===== src/rtl/fpu_pkg.sv =====
// Shared FPU definitions: exception codes and the exception-check scheduler state type.
package fpu_pkg;

  localparam logic [2:0] EXC_NONE    = 3'b000;
  localparam logic [2:0] EXC_INF     = 3'b011;
  localparam logic [2:0] EXC_NAN     = 3'b100;
  localparam logic [2:0] EXC_TIMEOUT = 3'b111;

  typedef enum logic [1:0] {
    Idle,
    Issue,
    Cooldown
  } SchedState;

endpackage


===== src/rtl/rr_arbiter.sv =====
// Combinational round-robin pick: lowest requesting index at or above ptr_i, searched cyclically.
module rr_arbiter #(
  parameter int unsigned NREQ = 3
) (
  input  logic [NREQ-1:0]         req_i,
  input  logic [$clog2(NREQ)-1:0] ptr_i,
  output logic [NREQ-1:0]         gnt_o,
  output logic [$clog2(NREQ)-1:0] gnt_idx_o,
  output logic                    valid_o
);

  localparam int unsigned IdxW = $clog2(NREQ);

  logic [IdxW-1:0] idx;

  always_comb begin
    gnt_o     = '0;
    gnt_idx_o = '0;
    valid_o   = 1'b0;
    idx       = '0;
    for (int unsigned k = 0; k < NREQ; k++) begin
      idx = IdxW'((32'(ptr_i) + k) % NREQ);
      if (!valid_o && req_i[idx]) begin
        valid_o    = 1'b1;
        gnt_o[idx] = 1'b1;
        gnt_idx_o  = idx;
      end
    end
  end

endmodule


===== src/rtl/exc_check_scheduler.sv =====
// Time-shares one exception checker among NREQ requesters with round-robin grant and an
// acknowledge timeout; all outputs are registered.
module exc_check_scheduler
  import fpu_pkg::*;
#(
  parameter int unsigned NREQ    = 3,
  parameter int unsigned TIMEOUT = 15
) (
  input  logic              CLK,
  input  logic              RST,
  input  logic [NREQ-1:0]   Req,
  input  logic [NREQ*32-1:0] ReqData,
  output logic [NREQ-1:0]   Done,
  output logic [2:0]        ExcOut,
  output logic              Busy,
  output logic [31:0]       ChkData,
  output logic              ChkValid,
  input  logic [2:0]        ChkExc,
  input  logic              ChkAck
);

  localparam int unsigned IdxW = $clog2(NREQ);
  localparam int unsigned CntW = $clog2(TIMEOUT + 1);

  SchedState       state_q, state_d;
  logic [IdxW-1:0] ptr_q, ptr_d;
  logic [IdxW-1:0] gidx_q, gidx_d;
  logic [NREQ-1:0] gnt_q, gnt_d;
  logic [CntW-1:0] cnt_q, cnt_d;
  logic [NREQ-1:0] done_q, done_d;
  logic [2:0]      exc_q, exc_d;
  logic [31:0]     chk_data_q, chk_data_d;
  logic            chk_valid_q, chk_valid_d;
  logic            busy_q, busy_d;

  logic [NREQ-1:0] arb_gnt;
  logic [IdxW-1:0] arb_idx;
  logic            arb_valid;
  logic [31:0]     slice [NREQ];

  for (genvar i = 0; i < NREQ; i++) begin : g_slice
    assign slice[i] = ReqData[32*i +: 32];
  end

  rr_arbiter #(
    .NREQ(NREQ)
  ) u_rr_arbiter (
    .req_i    (Req),
    .ptr_i    (ptr_q),
    .gnt_o    (arb_gnt),
    .gnt_idx_o(arb_idx),
    .valid_o  (arb_valid)
  );

  logic finish;
  logic [2:0] finish_exc;

  always_comb begin
    state_d     = state_q;
    ptr_d       = ptr_q;
    gidx_d      = gidx_q;
    gnt_d       = gnt_q;
    cnt_d       = cnt_q;
    done_d      = '0;
    exc_d       = exc_q;
    chk_data_d  = chk_data_q;
    chk_valid_d = chk_valid_q;
    finish      = 1'b0;
    finish_exc  = EXC_NONE;

    unique case (state_q)
      Idle: begin
        if (arb_valid) begin
          gnt_d       = arb_gnt;
          gidx_d      = arb_idx;
          chk_data_d  = slice[arb_idx];
          chk_valid_d = 1'b1;
          cnt_d       = '0;
          state_d     = Issue;
        end
      end
      Issue: begin
        // Acknowledge wins over timeout when both land on the same edge.
        if (ChkAck) begin
          finish     = 1'b1;
          finish_exc = ChkExc;
        end else if (cnt_q == CntW'(TIMEOUT)) begin
          finish     = 1'b1;
          finish_exc = EXC_TIMEOUT;
        end else begin
          cnt_d = cnt_q + CntW'(1);
        end
      end
      Cooldown: begin
        if (!ChkAck) state_d = Idle;
      end
      default: state_d = Idle;
    endcase

    if (finish) begin
      exc_d       = finish_exc;
      done_d      = gnt_q;
      chk_valid_d = 1'b0;
      ptr_d       = (gidx_q == IdxW'(NREQ - 1)) ? '0 : gidx_q + IdxW'(1);
      state_d     = Cooldown;
    end

    busy_d = (state_d != Idle);
  end

  always_ff @(posedge CLK) begin
    if (RST) begin
      state_q     <= Idle;
      ptr_q       <= '0;
      gidx_q      <= '0;
      gnt_q       <= '0;
      cnt_q       <= '0;
      done_q      <= '0;
      exc_q       <= EXC_NONE;
      chk_data_q  <= '0;
      chk_valid_q <= 1'b0;
      busy_q      <= 1'b0;
    end else begin
      state_q     <= state_d;
      ptr_q       <= ptr_d;
      gidx_q      <= gidx_d;
      gnt_q       <= gnt_d;
      cnt_q       <= cnt_d;
      done_q      <= done_d;
      exc_q       <= exc_d;
      chk_data_q  <= chk_data_d;
      chk_valid_q <= chk_valid_d;
      busy_q      <= busy_d;
    end
  end

  assign Done     = done_q;
  assign ExcOut   = exc_q;
  assign Busy     = busy_q;
  assign ChkData  = chk_data_q;
  assign ChkValid = chk_valid_q;

endmodule


===== config.mk =====
export PLATFORM = sky130hd
export DESIGN_NAME = exc_check_scheduler
export DESIGN_NICKNAME = d
export VERILOG_FILES = /design/src/rtl/fpu_pkg.sv /design/src/rtl/rr_arbiter.sv /design/src/rtl/exc_check_scheduler.sv
export SDC_FILE = /design/constraint.sdc
export NUM_CORES = 1
export LEC_CHECK = 0
export CAP_MARGIN = 5
export CORE_ASPECT_RATIO = 0.6
export CORE_MARGIN = 2
export CORE_UTILIZATION = 35
export CTS_BUF_LIST = sky130_fd_sc_hd__clkbuf_8
export DETAILED_ROUTE_END_ITERATION = 8
export PLACE_DENSITY = 0.78
export SLEW_MARGIN = 25
export SYNTH_ARGS = -nofsm -noshare
export SYNTH_HDL_FRONTEND = slang
export SYNTH_HIERARCHICAL = 1
export SYNTH_SLANG_ARGS = --single-unit
export TNS_END_PERCENT = 30

===== constraint.sdc =====
create_clock -name CLK -period 2.2 [get_ports CLK]
set_input_delay 0.66 -clock CLK [delete_from_list [all_inputs] [get_ports CLK]]
set_output_delay 0.66 -clock CLK [all_outputs]
set_load 0.02 [all_outputs]

==> results of run 1 <==
-- repair_timing --
item	CTS	global route
setup buffers	12	2
endpoints found under the hold margin	0	0
cloned	7	7
endpoints found under the setup margin	44	40
pin swaps	13	28
resized for setup	51	59
-- worst max path at each step --
| stage | endpoint | slack, ps | depth (start not counted) |
|---|---|---|---|
| after floorplan | ChkData[0] | -7 | 13 |
| after global placement | ChkData[26] | -620 | 9 |
| after detailed placement | ChkData[11] | -690 | 10 |
| after CTS | ChkData[9] | -20 | 11 |
| after global routing | ChkData[25] | -180 | 11 |
| final | ChkData[25] | -110 | 11 |
-- where the power goes --
group / internal [mW] / total (mW) / switching [mW]
registers: 1.09 / 1.19 / 0.0919
clock network: 0.338 / 0.685 / 0.347
logic: 1.14 / 2.02 / 0.883
-- metal layers --
metal	global-route usage	up-vias	routed length (microns)
met5	0	-	0
met3	0.05539	11	941
met2	0.3720	120	5546
met1	0.2908	1587	5160
li1	-	1583	-
met4	0.05236	0	104
-- registers in the layout, summed over array words and instances, names as in the netlist --
register and cells:
ChkValid 1, ExcOut 3, state_q 2, cnt_q 4
Busy 1, gnt_q 3, ChkData 32, Done 3
ptr_q 2, gidx_q 2
-- logic make-up (layout without fill, tap and decap cells) --
logic type / count (synthesis) / count (layout) / share of synthesized area
AOI/OAI and AO/OA: 103 / 103 / 0.2793
buffers and inverters: 36 / 225 / 0.07004
adders and majority gates: 5 / 5 / 0.02110
and+or+nand+nor: 87 / 87 / 0.1422
DFF: 53 / 53 / 0.3578
muxes: 38 / 38 / 0.1295
-- stage by stage --
step	worst slack [ps]	setup TNS, ps	instances	power [mW]	util
after global placement	-616.3	-24070	584	2.589	0.5877
after CTS	-18.60	-140.6	610	3.559	0.6576
after global routing	-178.0	-4513	619	4.058	0.7132
final	-105.3	-1283	619	3.895	0.7132
after floorplan	-6.961	-6.961	322	1.991	-
after detailed placement	-692.8	-25290	584	2.620	0.5877
-- cells in the final DEF, fill, tap and decap left out, types with 6 or more instances in the layout --
master and n:
a211oi_1 11, a211oi_2 22, a21oi_1 8, a2bb2oi_1 11
a2bb2oi_2 21, buf_12 7, buf_4 38, buf_6 8
clkdlybuf4s50_1 140, dfxtp_1 51, inv_1 6, mux2i_1 18
mux2i_2 18, nand2_1 14, nand2b_1 6, nor2_1 34
nor2_2 8
-- layout make-up --
| type | count | share of cell area |
|---|---|---|
| inverter | 7 | 0.004583 |
| clock buffer | 5 | 0.01200 |
| tap | 108 | 0.02357 |
| clock inverter | 3 | 0.007420 |
| sequential | 53 | 0.1859 |
| multi-input combinational | 233 | 0.3712 |
| timing repair buffer | 210 | 0.3952 |
==> impl_metrics.tcl, run 1 <==
set metrics [dict create \
    core_sq_um 8039 \
    totalWireLength_microns 11750 \
    synth_cell_types 52 \
    nets 620 \
    synth_largest_area_cell "dfxtp_1" \
    fin_crit_sh 1.048 \
    syn_area_sq_um 2965 \
    vias_per_cell 5.333 \
    path_max_fanout 6 \
    initialDrtViolationCount 203 \
    diodes 0 \
    place_area_sq_um 4725 \
    finalWorstSetupSlack_ps -105.3 \
    start_util 0.3689 \
    drv_cap 0 \
    ys_seq_elements 53 \
    hold_class "reg2reg" \
    die_w_microns 122.8 \
    finalSetupViolations 34 \
    cts_tree "yes" \
    finalHoldViolCount 0 \
    reg2regPathDepth 11 \
    area_growth_pct 93.33 \
    syn_inst 322 \
    final_max_slew_viol_count 0 \
    ctsHoldBuffers 0 \
    synth_area_leaders "dfxtp_1, mux2i_1, a2bb2oi_1" \
    grt_pass1_wl_microns 15790 \
    seq_area_frac_synth 0.3578 \
    cp_slowest_stage_delay_ps 360 \
    path_delay_family "buffers and inverters" \
    ant_nets 0 \
    die_area_sq_um 9249 \
    multi_input_comb_area_sq_um 2128 \
    row_count 25 \
    wl_per_cell_microns 18.99 \
    crit_type "reg2reg" \
    antenna_found_initial 0 \
    end_kind "flop" \
    yosysMostFrequentCell "dfxtp_1" \
    io_buffers 144 \
    gp_congestion 0.8657 \
    drive_above_1_share 0.3346 \
    leakage_nw 2.223 \
    grt-ovfl-total 0 \
    worst_path_max_delay_cell "dfxtp_2" \
    crit_start "ptr_q[1]" \
    clk_latency_ps 320 \
    status "finished with violations" \
    reg2reg_to "ChkData[25]" \
    cts_buffer_depth 2 \
    yosys.area.top_type_share 0.3578 \
    h-tree-depth 2 \
    drcViolationCount 0 \
    fin_crit_ps 2305 \
    synth_nets 432 \
    dp_hpwl_microns 7264 \
    critPathRequiredTime_ps 2400 \
    worst_clock_skew_ps 10.60 \
    dr_total_vias 3301 \
    path_clk_slew_ps 100 \
    worst_hold_slack_ps 492.7 \
    crit_arrival_ps 2500 \
    r2r-start "ptr_q[1]" \
    drt-pass1-iter-count 4 \
    grt_max_degree 26 \
    rsz0062_at_grt "true" \
    path_cells "inv_2 -> ha_4 -> mux2i_4 -> or2_4 -> buf_6 -> a21oi_4 -> buf_6 -> buf_16 -> mux2i_2 -> a2bb2oi_1 -> a211oi_1" \
    violations "setup timing" \
    regToRegSetupSlack_ps -110 \
    critical_path.startpoint_type "flop" \
    slew_headroom 0.6986 \
    syn_area_per_cell_sq_um 9.209 \
    ys_warn_count 6 \
    cts_root_buf "clkbuf_8" \
    max_freq_ghz 0.4338 \
    synth-edff-count 0 \
    power_density_nw_per_um2 679.4 \
    grt_pass1_vias 3113 \
    top_level_ports 145 \
    hold_depth 1 \
    clkSinkCount 53 \
    synthArstFlopShare 0 \
    hold_path_startpoint "gnt_q[0]" \
    synth.top_cells.by_count "dfxtp_1, nor2_1, mux2i_1" \
    track_usage 0.2214 \
    max_slew.worst_pin.slew_ps 452.2 \
    cp_common_cell "buf_6" \
    ir_drop_mv 0.3725 \
    numCtsBuffers 5 \
    critPathBufInv 4 \
    die_y_microns 75.30 \
    synth-main-ff-cell "dfxtp_1" \
    regArea_sq_um 1066 \
    fillers 561 \
    design_area_sq_um 5733 \
    hold_path_end "Done[0]" \
]
(Power assumes the default switching activity.)
==> inputs of run 2 (changes only) <==
Settings changed: ABC_CLOCK_PERIOD_IN_PS set to 2200, CORE_MARGIN 2 to 4.
==> run 2 against run 1 <==
Net effect: the flow still finishes with violations (setup timing); critical path depth increased by 1; wire length is 8.3% lower; clock skew is 2.2 ps lower; non-clock buffer count down 11; fmax grew 0.23%; critical endpoint is now ChkData[4].
==> impl_metrics.tcl, run 2 (synthesized netlist as in run 1, its figures left out) <==
set metrics [dict create \
    setup_tns_ps -1297 \
    hold_depth 1 \
    slew_headroom 0.6650 \
    power_density_nw_per_um2 692.7 \
    leakage_nw 2.132 \
    grt_pass1_vias 3277 \
    critical_path.startpoint_type "flop" \
    clk_latency_ps 320 \
    diodes 0 \
    violations "setup timing" \
    crit_type "reg2reg" \
    reg2regPathDepth 12 \
    drv_cap 0 \
    fillers 642 \
    wl_per_cell_microns 17.72 \
    finalSetupViolations 24 \
    numCtsBuffers 5 \
    nets 609 \
    regToRegSetupSlack_ps -100 \
    hold_path_end "Done[0]" \
    drive_above_1_share 0.2540 \
    r2r-start "ptr_q[1]" \
    path_clk_slew_ps 100 \
    clkSinkCount 53 \
    antenna_found_initial 0 \
    power_mw 3.736 \
    critPathRequiredTime_ps 2430 \
    final_common_cell "clkdlybuf4s50_1" \
    drcViolationCount 0 \
    h-tree-depth 2 \
    finalWorstSetupSlack_ps -99.95 \
    ant_nets 0 \
    grt_max_degree 34 \
    grt-ovfl-total 0 \
    max_slew.worst_pin.slew_ps 502.4 \
    ctsHoldBuffers 0 \
    crit_arrival_ps 2530 \
    largest_reg_flops 32 \
    reg2reg_to "ChkData[4]" \
    cts_buffer_depth 2 \
    rsz0062_at_grt "true" \
    final_cell_mix "clkdlybuf4s50_1, dfxtp_1, nor2_1" \
    max_freq_ghz 0.4348 \
    path_max_fanout 10 \
    cts_tree "yes" \
    worst_hold_slack_ps 502.2 \
    start_util 0.3674 \
    vias_per_cell 5.257 \
    initialDrtViolationCount 141 \
    placed_cells 581 \
    status "finished with violations" \
    fin_crit_ps 2300 \
    die_w_microns 126.8 \
    fin_crit_sh 1.045 \
    die_area_sq_um 10060 \
    hold_path_startpoint "gnt_q[0]" \
    core_sq_um 8070 \
    cts_root_buf "clkbuf_8" \
    dp_hpwl_microns 7388 \
    totalWireLength_microns 10780 \
    grt_pass1_wl_microns 15750 \
    stdcell_count 608 \
    drt-pass1-iter-count 4 \
    finalHoldViolCount 0 \
    worst_clock_skew_ps 8.443 \
    gp_congestion 0.8601 \
    die_y_microns 79.30 \
    end_kind "flop" \
    top_level_ports 145 \
    final_max_slew_viol_count 0 \
    io_buffers 144 \
    ir_drop_mv 0.3252 \
    hold_class "reg2reg" \
    dr_total_vias 3196 \
    design_area_sq_um 5393 \
    area_growth_pct 81.86 \
    row_count 25 \
    track_usage 0.1925 \
    place_area_sq_um 4727 \
]
==> run 2: layout make-up <==
class / count / area, sq um / share of cell area
Timing Repair Buffer: 199 / 2083 / 0.3863
Sequential cell: 53 / 1064 / 0.1972
Clock buffer: 5 / 68.82 / 0.01276
Inverter: 7 / 26.28 / 0.004872
Clock inverter: 3 / 65.06 / 0.01206
Tap cell: 108 / 135.1 / 0.02506
Multi-Input combinational cell: 233 / 1951 / 0.3617
==> run 2: repair_timing <==
item / 4_1_cts / 5_1_grt
gates cloned: 3 / 4
pin swaps: 8 / 22
endpoints found under the setup margin: 44 / 44
gates resized for setup: 31 / 40
buffers inserted: 9 / 6
==> run 2: metal layers <==
layer / vias up / global-route usage / wire length, microns
li1: 1554 / - / -
met3: 9 / 0.05511 / 733
met4: 0 / 0.04497 / 95
met1: 1526 / 0.2354 / 4731
met5: - / 0 / 0
met2: 107 / 0.3365 / 5216
==> run 2: worst max-delay path by stage <==
stage	endpoint	from	slack (ps)
global route	ChkData[4]	ptr_q[1]	-240
CTS	ChkData[25]	ptr_q[1]	-100
global placement	ChkData[0]	Req[0]	-560
finish	ChkData[4]	ptr_q[1]	-100
detailed placement	ChkData[23]	Req[2]	-670
floorplan	ChkData[0]	ptr_q[1]	-7
==> run 2: through the flow <==
step           worst slack (ps)  utilization
2_1_floorplan            -6.961            -
3_3_place_gp             -563.6       0.5857
3_5_place_dp             -670.6       0.5857
4_1_cts                  -97.03       0.6378
5_1_grt                  -239.6       0.6682
6_report                 -99.95       0.6682
==> run 2: critical path: stages (launching register included) <==
cell and delay [ps]:
dfxtp_2 340, buf_4 150, ha_4 300, inv_2 50, buf_4 130, nor2_1 130, o2111ai_1 180, nand3_2 130
nor2b_4 230, buf_4 160, buf_12 120, a2bb2oi_1 70, a211oi_1 220
==> run 2: power breakdown <==
part / leakage, nW / switching (mW) / internal [mW]
combinational: 1.63 / 0.773 / 0.993
clock: 0.0681 / 0.338 / 0.452
sequential: 0.439 / 0.0850 / 1.09
==> inputs of run 3 (changes only) <==
--- a/config.mk
+++ b/config.mk
@@ -6,5 +6,5 @@
 export NUM_CORES = 1
 export LEC_CHECK = 0
-export ABC_CLOCK_PERIOD_IN_PS = 2200
+export ABC_CLOCK_PERIOD_IN_PS = 2000
 export CAP_MARGIN = 5
 export CORE_ASPECT_RATIO = 0.6
==> constraint.sdc (replaced) <==
create_clock -name CLK -period 2 [get_ports CLK]
set_input_delay 0.6 -clock CLK [delete_from_list [all_inputs] [get_ports CLK]]
set_output_delay 0.6 -clock CLK [all_outputs]
set_load 0.1 [all_outputs]
==> run 3 against run 2 <==
Net effect: clock power barely moved; clock-buffer cell count increased by 1; sequential power up 17%; via count is 9.2% higher; the flow still finishes with violations (setup timing); design area up 17%; clock skew rose by 1.7 ps; worst setup slack worse by 380 ps; core utilization rose by 11 points; non-clock buffer count increased by 13.
==> impl_metrics.tcl, run 3 (synthesized netlist as in run 1, its figures left out) <==
set metrics [dict create \
    status "finished with violations" \
    violations "setup timing" \
    row_count 25 \
    power_density_nw_per_um2 883.1 \
    gp_congestion 0.8669 \
    grt_pass1_vias 3348 \
    area_growth_pct 112.0 \
    path_clk_slew_ps 110 \
    finalWorstSetupSlack_ps -484.9 \
    dr_total_vias 3490 \
    finalHoldViolCount 0 \
    final_common_cell "clkdlybuf4s50_1" \
    finalSetupViolations 44 \
    max_freq_ghz 0.4024 \
    drv_cap 0 \
    reg2reg_to "ChkData[16]" \
    worst_path_max_delay_cell "dfxtp_4" \
    start_util 0.3674 \
    hold_class "reg2reg" \
    ir_drop_mv 0.4718 \
    path_cells "inv_4 -> ha_4 -> mux2i_4 -> or2_4 -> a21oi_4 -> a21oi_4 -> buf_4 -> nor2b_4 -> buf_6 -> clkbuf_16 -> a2bb2oi_1 -> a211oi_1" \
    final_max_slew_viol_count 0 \
    dp_hpwl_microns 7401 \
    critPathBufInv 4 \
    drcViolationCount 0 \
    grt_max_degree 35 \
    grt-ovfl-total 0 \
    track_usage 0.2153 \
    drive_above_1_share 0.4133 \
    multi_input_comb_area_sq_um 2252 \
    h-tree-depth 2 \
    crit_path_end "ChkData[16]" \
    cp_common_cell "a21oi_4" \
    grt_pass1_wl_microns 17290 \
    die_area_sq_um 10060 \
    largest_reg_flops 32 \
    critPathRequiredTime_ps 2210 \
    cts_buffer_depth 2 \
    drt-pass1-iter-count 5 \
    place_area_sq_um 5190 \
    diodes 0 \
    crit_start "ptr_q[1]" \
    placed_cells 579 \
    max_slew.worst_pin.slew_ps 526.6 \
    critical_path.startpoint_type "flop" \
    fillers 475 \
    antenna_found_initial 0 \
    path_depth 12 \
    wl_per_cell_microns 22.08 \
    hold_path_startpoint "gnt_q[0]" \
    die_w_microns 126.8 \
    cp_slowest_stage_delay_ps 380 \
    crit_arrival_ps 2690 \
    design_area_sq_um 6287 \
    fin_crit_sh 1.242 \
    pre_cts_slack_ps -825.9 \
    nets 622 \
    totalWireLength_microns 13710 \
    crit_type "reg2reg" \
    end_kind "flop" \
    worst_clock_skew_ps 10.12 \
    die_y_microns 79.30 \
    cts_root_buf "clkbuf_8" \
    path_max_fanout 6 \
    rsz0062_at_grt "true" \
    io_buffers 144 \
    ant_nets 0 \
    vias_per_cell 5.620 \
    top_level_ports 145 \
    fin_crit_ps 2485 \
    regArea_sq_um 1069 \
    clkSinkCount 53 \
    stdcell_count 621 \
    reg2regPathDepth 12 \
    initialDrtViolationCount 247 \
    leakage_nw 2.480 \
    slew_headroom 0.6484 \
    final_cell_mix "clkdlybuf4s50_1, dfxtp_1, buf_12" \
    path_delay_family "compound AO/OA/AOI/OAI gates" \
    r2r-start "ptr_q[1]" \
    regToRegSetupSlack_ps -480 \
    numCtsBuffers 5 \
    core_sq_um 8070 \
    power_mw 5.553 \
    clk_latency_ps 320 \
    final_core_util 0.7791 \
    cts_tree "yes" \
]
==> run 3: changes by cell type in the layout (fill, tap and decap cells not counted), sizes merged <==
cell           change
clkinv             -1
clkdlybuf4s15      +1
clkbuf             +2
buf               +50
bufinv             -1
inv                +1
bufbuf             +1
clkdlybuf4s50     -40
==> run 3: layer usage <==
| metal | vias up | GRT usage | routed length, microns |
|---|---|---|---|
| met2 | 180 | 0.3687 | 6829 |
| met1 | 1698 | 0.2652 | 5461 |
| li1 | 1584 | - | - |
| met4 | 0 | 0.05246 | 314 |
| met5 | - | 0 | 0 |
| met3 | 28 | 0.06720 | 1105 |
==> run 3: worst reg2reg max path, stage by stage, from the launching register on <==
cell and delay [ps]:
dfxtp_4 380, inv_4 50, ha_4 190, mux2i_4 200
or2_4 280, a21oi_4 180, a21oi_4 60, buf_4 150
nor2b_4 160, buf_6 150, clkbuf_16 160, a2bb2oi_1 80
a211oi_1 350
==> run 3: worst min path at each step <==
stage | cells past startpoint | endpoint | slack [ps]
finish | 1 | Done[0] | 490
floorplan | 2 | gnt_q[0] | 450
CTS | 1 | Done[2] | 490
detailed placement | 1 | Done[2] | 470
global placement | 2 | gnt_q[0] | 460
global route | 1 | Done[2] | 520
==> run 3: timing repair <==
action	CTS	global route
setup buffers	9	17
gates cloned	7	6
resized for setup	35	71
hold buffers	0	0
pin swaps	10	18
setup endpoints to repair	44	44
==> run 3: area by class of cell <==
cell class	count	area share
Multi-Input combinational cell	233	0.3582
Clock inverter	2	0.005373
Timing Repair Buffer	212	0.4273
Sequential cell	53	0.1699
Tap cell	108	0.02149
Inverter	7	0.004577
Clock buffer	6	0.01313
==> run 3: through the flow <==
stage	hold WS [ps]	setup TNS, ps
after floorplan	451.6	-3596
after global placement	462.8	-29240
after detailed placement	472.7	-31800
after CTS	488.6	-7340
after global routing	516.9	-13690
final	487.5	-10850
==> run 3: power by group <==
group	total, mW	switching [mW]	internal [mW]
clock network	0.791	0.386	0.404
logic	3.38	1.82	1.56
registers	1.38	0.178	1.20
